File: src/rtl/fetch_ctrl_pkg.sv
// Shared types and constants for the fetch-stage hazard/redirect controller.
package fetch_ctrl_pkg;

    localparam int unsigned DEF_ADDR_W  = 16;
    localparam int unsigned DEF_REG_AW  = 3;
    localparam int unsigned CNT_W       = 8;
    localparam int unsigned STALL_CNT_W = 16;
    localparam logic [31:0] NOP_WORD    = 32'b0;

    typedef enum logic [1:0] {
        StRun    = 2'b00,
        StLstall = 2'b01,
        StFlush  = 2'b10,
        StHalt   = 2'b11
    } ctrl_state_e;

    // Counter preload for a multi-cycle state; the entry cycle itself is the first one.
    function automatic logic [CNT_W-1:0] init_cnt(input int unsigned cycles);
        return CNT_W'(cycles - 1);
    endfunction

endpackage

File: src/rtl/load_use_detect.sv
// Combinational load-use hazard compare between the ID and EX stages.
module load_use_detect
    import fetch_ctrl_pkg::*;
#(
    parameter int unsigned REG_AW = DEF_REG_AW
) (
    input  logic [REG_AW-1:0] id_rs1,
    input  logic [REG_AW-1:0] id_rs2,
    input  logic              id_uses_rs1,
    input  logic              id_uses_rs2,
    input  logic              ex_is_load,
    input  logic [REG_AW-1:0] ex_rd,
    output logic              hazard
);

    logic w_rs1_match;
    logic w_rs2_match;

    assign w_rs1_match = id_uses_rs1 && (id_rs1 == ex_rd);
    assign w_rs2_match = id_uses_rs2 && (id_rs2 == ex_rd);

    // Register 0 is hardwired zero, so a load into it never creates a dependency.
    assign hazard = ex_is_load && (ex_rd != '0) && (w_rs1_match || w_rs2_match);

endmodule

File: src/rtl/fetch_hazard_controller.sv
// Fetch-stage sequencer: load-use stalls, taken-branch redirect/flush, debug halt,
// and a saturating count of stalled cycles.
module fetch_hazard_controller
    import fetch_ctrl_pkg::*;
#(
    parameter int unsigned ADDR_W         = DEF_ADDR_W,
    parameter int unsigned REG_AW         = DEF_REG_AW,
    parameter int unsigned LOAD_STALL_CYC = 1,
    parameter int unsigned FLUSH_CYC      = 2
) (
    input  logic                   clk,
    input  logic                   reset,
    input  logic [REG_AW-1:0]      id_rs1,
    input  logic [REG_AW-1:0]      id_rs2,
    input  logic                   id_uses_rs1,
    input  logic                   id_uses_rs2,
    input  logic                   ex_is_load,
    input  logic [REG_AW-1:0]      ex_rd,
    input  logic                   br_taken,
    input  logic [ADDR_W-1:0]      br_target,
    input  logic                   halt_req,
    input  logic                   resume,
    output logic                   stall,
    output logic                   stall_pm,
    output logic                   pc_mux_sel,
    output logic [ADDR_W-1:0]      jmp_loc,
    output logic                   flush_id,
    output logic [1:0]             ctrl_state,
    output logic [STALL_CNT_W-1:0] stall_cnt
);

    localparam logic [CNT_W-1:0] LOAD_INIT  = init_cnt(LOAD_STALL_CYC);
    localparam logic [CNT_W-1:0] FLUSH_INIT = init_cnt(FLUSH_CYC);

    ctrl_state_e            r_state;
    logic [CNT_W-1:0]       r_cnt;
    logic [STALL_CNT_W-1:0] r_stall_cnt;

    logic              w_hazard;
    logic              w_stall;
    logic              w_stall_pm;
    logic              w_pc_mux_sel;
    logic [ADDR_W-1:0] w_jmp_loc;
    logic              w_flush_id;

    load_use_detect #(
        .REG_AW (REG_AW)
    ) u_load_use_detect (
        .id_rs1      (id_rs1),
        .id_rs2      (id_rs2),
        .id_uses_rs1 (id_uses_rs1),
        .id_uses_rs2 (id_uses_rs2),
        .ex_is_load  (ex_is_load),
        .ex_rd       (ex_rd),
        .hazard      (w_hazard)
    );

    always_comb begin
        w_stall      = 1'b0;
        w_stall_pm   = 1'b0;
        w_pc_mux_sel = 1'b0;
        w_jmp_loc    = '0;
        w_flush_id   = 1'b0;
        case (r_state)
            StRun: begin
                // A taken branch makes the ID instruction wrong-path, so its hazard is moot.
                if (br_taken) begin
                    w_pc_mux_sel = 1'b1;
                    w_jmp_loc    = br_target;
                    w_flush_id   = 1'b1;
                end else if (w_hazard) begin
                    w_stall    = 1'b1;
                    w_stall_pm = 1'b1;
                    w_flush_id = 1'b1;
                end
            end
            StLstall, StHalt: begin
                w_stall    = 1'b1;
                w_stall_pm = 1'b1;
                w_flush_id = 1'b1;
            end
            StFlush: begin
                w_flush_id = 1'b1;
            end
            default: ;
        endcase
    end

    always_ff @(posedge clk or negedge reset) begin
        if (!reset) begin
            r_state <= StRun;
            r_cnt   <= '0;
        end else begin
            case (r_state)
                StRun: begin
                    if (br_taken) begin
                        if (FLUSH_CYC > 1) begin
                            r_state <= StFlush;
                            r_cnt   <= FLUSH_INIT;
                        end
                    end else if (w_hazard) begin
                        if (LOAD_STALL_CYC > 1) begin
                            r_state <= StLstall;
                            r_cnt   <= LOAD_INIT;
                        end
                    end else if (halt_req) begin
                        r_state <= StHalt;
                    end
                end
                StLstall, StFlush: begin
                    if (r_cnt <= CNT_W'(1)) begin
                        r_state <= StRun;
                        r_cnt   <= '0;
                    end else begin
                        r_cnt <= r_cnt - CNT_W'(1);
                    end
                end
                StHalt: begin
                    if (resume) begin
                        r_state <= StRun;
                    end
                end
                default: r_state <= StRun;
            endcase
        end
    end

    always_ff @(posedge clk or negedge reset) begin
        if (!reset) begin
            r_stall_cnt <= '0;
        end else if (w_stall && (r_stall_cnt != '1)) begin
            r_stall_cnt <= r_stall_cnt + STALL_CNT_W'(1);
        end
    end

    // Fetch consumes these in the same cycle; hold them quiet while reset is low.
    assign stall      = reset && w_stall;
    assign stall_pm   = reset && w_stall_pm;
    assign pc_mux_sel = reset && w_pc_mux_sel;
    assign flush_id   = reset && w_flush_id;
    assign jmp_loc    = reset ? w_jmp_loc : '0;
    assign ctrl_state = reset ? r_state : StRun;
    assign stall_cnt  = reset ? r_stall_cnt : '0;

endmodule

File: config.mk
export PLATFORM = sky130hd
export DESIGN_NAME = fetch_hazard_controller
export DESIGN_NICKNAME = d
export VERILOG_FILES = /design/src/rtl/fetch_ctrl_pkg.sv /design/src/rtl/load_use_detect.sv /design/src/rtl/fetch_hazard_controller.sv
export SDC_FILE = /design/constraint.sdc
export NUM_CORES = 1
export LEC_CHECK = 0
export CAP_MARGIN = 20
export CORE_MARGIN = 4
export CORE_UTILIZATION = 42
export DETAILED_ROUTE_END_ITERATION = 6
export GPL_TIMING_DRIVEN = 0
export PLACE_DENSITY = 0.78
export SETUP_SLACK_MARGIN = 0.3
export SLEW_MARGIN = 15
export SYNTH_ARGS = -nofsm -noshare
export SYNTH_HDL_FRONTEND = slang
export SYNTH_SLANG_ARGS = --single-unit
File: constraint.sdc
create_clock -name clk -period 2.85 [get_ports clk]
set_input_delay 0.7125 -clock clk [delete_from_list [all_inputs] [get_ports clk]]
set_output_delay 0.7125 -clock clk [all_outputs]
set_load 0.005 [all_outputs]
==> results of run 1 <==
state kept, by name, indices dropped and copies added, names as in the netlist:
signal,flops
r_stall_cnt,16
r_cnt,8
r_state,2
final timing paths:
kind / depth (start not counted) / start / endpoint / slack (ns)
worst max-delay path: 8 / ex_rd[1] / stall_pm / 0.05
worst min-delay path: 1 / reset / r_stall_cnt[0] / 0.24
worst max register to register: 8 / r_state[1] / r_cnt[7] / 0.53
worst min register to register: 1 / r_stall_cnt[6] / r_stall_cnt[6] / 0.51
max in group asynchronous: 1 / reset / r_cnt[0] / 2.45
min in group clk: 1 / r_stall_cnt[6] / r_stall_cnt[6] / 0.51
cell type report:
| cell class | instances | area, um2 |
|---|---|---|
| plain buffers | 8 | 68.82 |
| clock buffers | 4 | 55.05 |
| inverters | 7 | 26.28 |
| repair buffers | 85 | 799.5 |
| well taps | 50 | 62.56 |
| fillers | 311 | 1231 |
| flip-flops and latches | 26 | 650.6 |
| multi-input cells | 151 | 1164 |
power groups by stage:
stage / Sequential [mW] / Combinational, mW / Clock (mW)
floorplan: 0.556 / 0.666 / 0
global placement: 0.579 / 0.952 / 0
detailed placement: 0.581 / 0.969 / 0
CTS: 0.571 / 1.07 / 0.254
global route: 0.591 / 1.21 / 0.265
finish: 0.574 / 1.09 / 0.251
per-layer routing:
| metal | routed length [um] | vias to the layer above | track usage [%] | part of all wire, % |
|---|---|---|---|---|
| li1 | - | 849 | - | - |
| met2 | 2309 | 63 | 28.90 | 47 |
| met5 | 0 | - | 0 | 0 |
| met4 | 46 | 0 | 4.225 | 0.95 |
| met1 | 2108 | 810 | 23.97 | 43 |
| met3 | 399 | 5 | 4.241 | 8.2 |
logic make-up after synthesis:
group                    count (synthesis)  share of synthesized area (%)
AND/OR/NAND/NOR                         83                          26.14
AO/OA/AOI/OAI                           34                          15.79
flip-flops                              26                          36.34
XOR/XNOR                                25                          12.23
buffers and inverters                   15                          3.424
adder cells (fa/ha/maj)                  7                          4.891
multiplexers                             2                          1.188
repair_timing:
| action | in CTS | in global routing |
|---|---|---|
| buffers inserted | 10 | 5 |
| gates resized for setup | 102 | 16 |
| hold buffers | 0 | 0 |
| cloned | 0 | 0 |
| setup endpoints to repair | 48 | 20 |
| pin swaps | 10 | 6 |
stage by stage:
stage / hold WS, ns / worst slack [ns] / setup TNS, ns
2_1_floorplan: 0.4169 / 0.1719 / 0
3_3_place_gp: 0.4840 / -1.414 / -43.29
3_5_place_dp: 0.5008 / -1.082 / -12.92
4_1_cts: 0.2425 / 0.08039 / 0
5_1_grt: 0.2465 / -0.03241 / -0.03241
6_report: 0.2395 / 0.04750 / 0
cell usage after synthesis (all sizes together) (3+ instances only):
library cell	count
a21oi	4
and2	35
and3	8
clkbuf	6
dfrtp	26
ha	7
inv	7
nand2	8
nand3	6
nand4	3
nor2	13
nor3	3
o2111ai	3
o211ai	10
o21a	3
o21ai	7
xnor2	23
==> results.md, run 1 <==
* RD Place Congestion at 0.8659
* Clock Pin Slew Worst Setup and Hold Paths at 0.10 ns
* Most Frequent Cell on Critical Path: buf_6
* Synthesis-stage register bit count at 26
* # diodes at 0
* Commonest cells after routing, fill and taps aside: clkdlybuf4s50_1, and2_1, dfrtp_1
* Worst path bufs/invs at 4
* Commonest non-fill, non-tap cell in the layout: clkdlybuf4s50_1
* Total track usage at 17.78%
* Die width at 73.29 um
* Crit path max-delay cell type: a2111oi_4
* Post-route insts no fill at 331
* Largest net degree at the start of global routing at 30
* Pwr dens at 676.3 nW/um2
* Post-Synthesis Cells at 192
* WL/cell at 14.69 um
* I/O Buffers at 70
* Pint at 1.165 mW
* Final ANT Viol Nets at 0
* Critical Path Sink Type: output pin
* Share of synthesized registers carrying an async set or reset at 100.0%
* Die H at 73.29 um
* Max Slew Vio Count at 0
* Grt ovf at 0
* Crit Path Class: input pin to output pin
* NumNets Final at 322
* Hpwl dp at 3392 um
* CP Cell Sequence: buf_6, xnor2_2, nand4_1, a2111oi_4, buf_6, o21a_1, buf_4, buf_6
* Crit path max fanout at 3
* CTS tree: yes
* Top delay family on crit path: compound AO/OA/AOI/OAI gates
* Vias per inst at 5.218
* Fin crit period at 2.803 ns
* Core Util, Final at 69.66%
* Sequential element share of the synthesized area at 36.34%
* Seq pwr share at 30.0%
* Sw Share at 39.07%
* DRC violations left at 0
* Clock Sinks at 26
* Status: finished, final reports clean
* Area share of the largest cell type after synthesis at 36.34%
* Initial Util at 44.13%
* Power, Total at 1.911 mW
* Placed Cells at 312
* Req. time, crit path at 2.14 ns
* CTS Buffer Depth at 2
* Ranking of synthesized cells by area: dfrtp_1, and2_1, xnor2_1
* Skew final at 0.004445 ns
* Post-synth net total at 232
* Main synth FF type: dfrtp_1
* Initial antenna violation count at 0
* Leak at 1.266 nW
* Final instance area at 2826 um2
* FP Rows at 23
* Startpoint Class: input pin
* Maximum VDD drop at 0.0003718 V
* Mapped Area at 1790 um2
* RSZ-0062 raised after global routing: true
* Via count at 1727
* CP max stage delay at 0.47 ns
* Comb power frac at 56.8%
* Layout cells sized above 1 at 21.35%
* 1st-iter DRT viols at 40
* Syn. warnings at 0
* Vias in the first global route at 1635
* # IOs at 71
* Max Clk Rate at 356.8 MHz
* Yosys cell types at 36
* Fin. Hold Viols at 0
* Final worst-path cycle share at 98.33%
* CP arrival at 2.09 ns
* Synth Area per Inst at 9.325 um2
* Global-route wire length before repair at 7624 um
* Core area at 4058 um2
* Final setup viols at 0
* Post-Place Cell Area at 2566 um2
* H-Tree Depth at 1
* Die area at 5371 um2
* Largest area contributor in the netlist: dfrtp_1
* Sw power at 0.7468 mW
* Area grow syn2layout at 57.86%
* CTS root buf: clkbuf_8
* Clock network power share at 13.1%
* Post-synth EDFFs at 0
* Final wirelength at 4864 um
* Min-delay worst type: input pin to async pin
* Clock Latency Late Sink at 0.28 ns
* Slew HR at 62.92%
* Worst-margin pin slew at 0.5512 ns
* Max-Cap Viols at 0
* CTS Buf Count at 3
* DR pass1 iterations at 4
No activity file was read; power rests on OpenSTA's default activity.
==> run 2: changes to the inputs <==
CORE_UTILIZATION = 44   (was 42)
PLACE_DENSITY = 0.81   (was 0.78)
==> results.md, run 2 (synthesis results as in run 1) <==
* Status: finished, final reports clean (unchanged)
* Clock Pin Slew Worst Setup and Hold Paths at 0.09 ns (was 0.10 ns)
* RD Place Congestion at 0.8664 (was 0.8659)
* Area grow syn2layout at 55.49% (was 57.86%)
* Vias in the first global route at 1671 (was 1635)
* Placed Cells at 310 (was 312)
* Final wirelength at 4818 um (was 4864 um)
* CP arrival at 2.10 ns (was 2.09 ns)
* Post-route insts no fill at 329 (was 331)
* I/O Buffers at 70 (unchanged)
* Hpwl dp at 3544 um (was 3392 um)
* Maximum VDD drop at 0.0003938 V (was 0.0003718 V)
* Min-delay worst type: input pin to async pin (unchanged)
* # diodes at 0 (unchanged)
* Leak at 1.245 nW (was 1.266 nW)
* Req. time, crit path at 2.14 ns (about the same)
* Largest register FFs at 16 (unchanged)
* FP Rows at 22 (was 23)
* Crit Path Class: input pin to output pin (unchanged)
* Layout cells sized above 1 at 24.20% (was 21.35%)
* Largest net degree at the start of global routing at 30 (unchanged)
* Vias per inst at 5.073 (was 5.218)
* Fin. Hold Viols at 0 (unchanged)
* Top Registers: r_stall_cnt (16), r_cnt (8), r_state (2) (unchanged)
* Die width at 71.79 um (was 73.29 um)
* R2r setup slk at 0.69 ns (was 0.53 ns)
* Core area at 3799 um2 (was 4058 um2)
* Most Frequent Cell on Critical Path: buf_4 (was buf_6)
* Hold Slack at 0.2538 ns (was 0.2395 ns)
* Pwr dens at 685.5 nW/um2 (was 676.3 nW/um2)
* Worst-margin pin slew at 0.5040 ns (was 0.5512 ns)
* End point of the critical path: stall_pm (unchanged)
* CTS tree: yes (unchanged)
* Final setup viols at 0 (unchanged)
* Critical Path Sink Type: output pin (unchanged)
* Die area at 5154 um2 (was 5371 um2)
* Die H at 71.79 um (was 73.29 um)
* Reg2Reg Depth at 7 (was 8)
* CP Launch Point: ex_rd[0] (was ex_rd[1])
* DRC violations left at 0 (unchanged)
* Final worst-path cycle share at 98.51% (was 98.33%)
* Total track usage at 19.18% (was 17.78%)
* WL/cell at 14.64 um (was 14.69 um)
* H-Tree Depth at 1 (unchanged)
* Crit path max fanout at 3 (unchanged)
* Skew final at 0.007075 ns (was 0.004445 ns)
* NumNets Final at 322 (unchanged)
* Fin crit period at 2.808 ns (was 2.803 ns)
* Initial antenna violation count at 0 (unchanged)
* CTS Buffer Depth at 2 (unchanged)
* Initial Util at 47.13% (was 44.13%)
* Commonest non-fill, non-tap cell in the layout: clkdlybuf4s50_1 (unchanged)
* Commonest cells after routing, fill and taps aside: clkdlybuf4s50_1, and2_1, dfrtp_1 (unchanged)
* CTS Buf Count at 3 (unchanged)
* # IOs at 71 (unchanged)
* Max Slew Vio Count at 0 (unchanged)
* 1st-iter DRT viols at 61 (was 40)
* Startpoint Class: input pin (unchanged)
* Global-route wire length before repair at 8059 um (was 7624 um)
* Slew HR at 66.09% (was 62.92%)
* R2R Path Start: r_state[0] (was r_state[1])
* CTS root buf: clkbuf_8 (unchanged)
* CP max stage delay at 0.44 ns (was 0.47 ns)
* Clock Latency Late Sink at 0.27 ns (was 0.28 ns)
* DR pass1 iterations at 4 (unchanged)
* Via count at 1669 (was 1727)
* Final ANT Viol Nets at 0 (unchanged)
* Reg2reg end: r_cnt[7] (unchanged)
* CP Cell Sequence: buf_8, xnor2_2, nand4_1, a2111oi_4, buf_4, o21a_1, buf_4, buf_6 (was buf_6, xnor2_2, nand4_1, a2111oi_4, buf_6, o21a_1, buf_4, buf_6)
* RSZ-0062 raised after global routing: true (unchanged)
* Max Clk Rate at 356.2 MHz (was 356.8 MHz)
* Clock Sinks at 26 (unchanged)
* Crit path max-delay cell type: a2111oi_4 (unchanged)
* Setup TNS at 0 ns (unchanged)
* Grt ovf at 0 (unchanged)
* Largest register by flop count: r_stall_cnt (unchanged)
* Max-Cap Viols at 0 (unchanged)
==> run 2: area by class of cell <==
type                       instances  area [um2]
timing repair buffer              85       762.0
sequential                        26       650.6
tap                               48       60.06
multi-input combinational        151        1161
fill                             295        1015
inverter                           7       26.28
buffer                             8       68.82
clock buffer                       4       55.05
==> run 2: power by group <==
part	internal (mW)	switching [mW]	leakage, nW	total [mW]
clock network	0.123	0.111	0.0288	0.234
logic	0.567	0.538	0.875	1.11
registers	0.469	0.0997	0.341	0.569
total	1.16	0.749	1.24	1.91
==> run 2: metal layers <==
metal	track usage [%]	wire [um]	part of all wire, %	vias to the layer above
li1	-	-	-	846
met1	24.87	2064	43	769
met2	32.96	2428	50	47
met3	4.067	267	5.5	7
met4	3.758	57	1.2	0
met5	0	0	0	-
==> run 2: repair_timing <==
action / CTS / global route
buffers inserted: 7 / 8
gates resized for setup: 105 / 30
hold buffers: 0 / 0
pin swaps: 11 / 7
endpoints found under the setup margin: 48 / 25
==> run 2: per-stage QoR <==
step	instance area [um2]	setup WS, ns	utilization, %	total power, mW
global placement	2569	-1.459	67.62	1.528
detailed placement	2564	-1.043	67.49	1.555
CTS	2740	0.06188	72.13	1.860
floorplan	1808	0.1719	-	1.222
global route	2784	-0.02526	73.29	2.079
finish	2784	0.04241	73.29	1.908
==> run 2: critical path, delay by kind of cell <==
family	cells	cell delay [ns]
simple gates	1	0.19
buf+inv	4	0.48
compound gates	2	0.56
xor+xnor	1	0.15
==> run 2: worst min path at each step <==
stage | from | to | slack (ns) | depth (start not counted)
4_1_cts | reset | r_stall_cnt[4] | 0.25 | 1
3_5_place_dp | r_stall_cnt[11] | r_stall_cnt[11] | 0.49 | 1
3_3_place_gp | r_stall_cnt[11] | r_stall_cnt[11] | 0.49 | 1
5_1_grt | reset | r_stall_cnt[5] | 0.24 | 1
2_1_floorplan | reset | r_cnt[0] | 0.42 | 0
6_report | reset | r_stall_cnt[10] | 0.25 | 1
==> run 3: changes to the inputs <==
CAP_MARGIN = 25   (was 20)
==> results of run 3 <==
The final DEF is identical to that of run 2; final timing and power are the same.
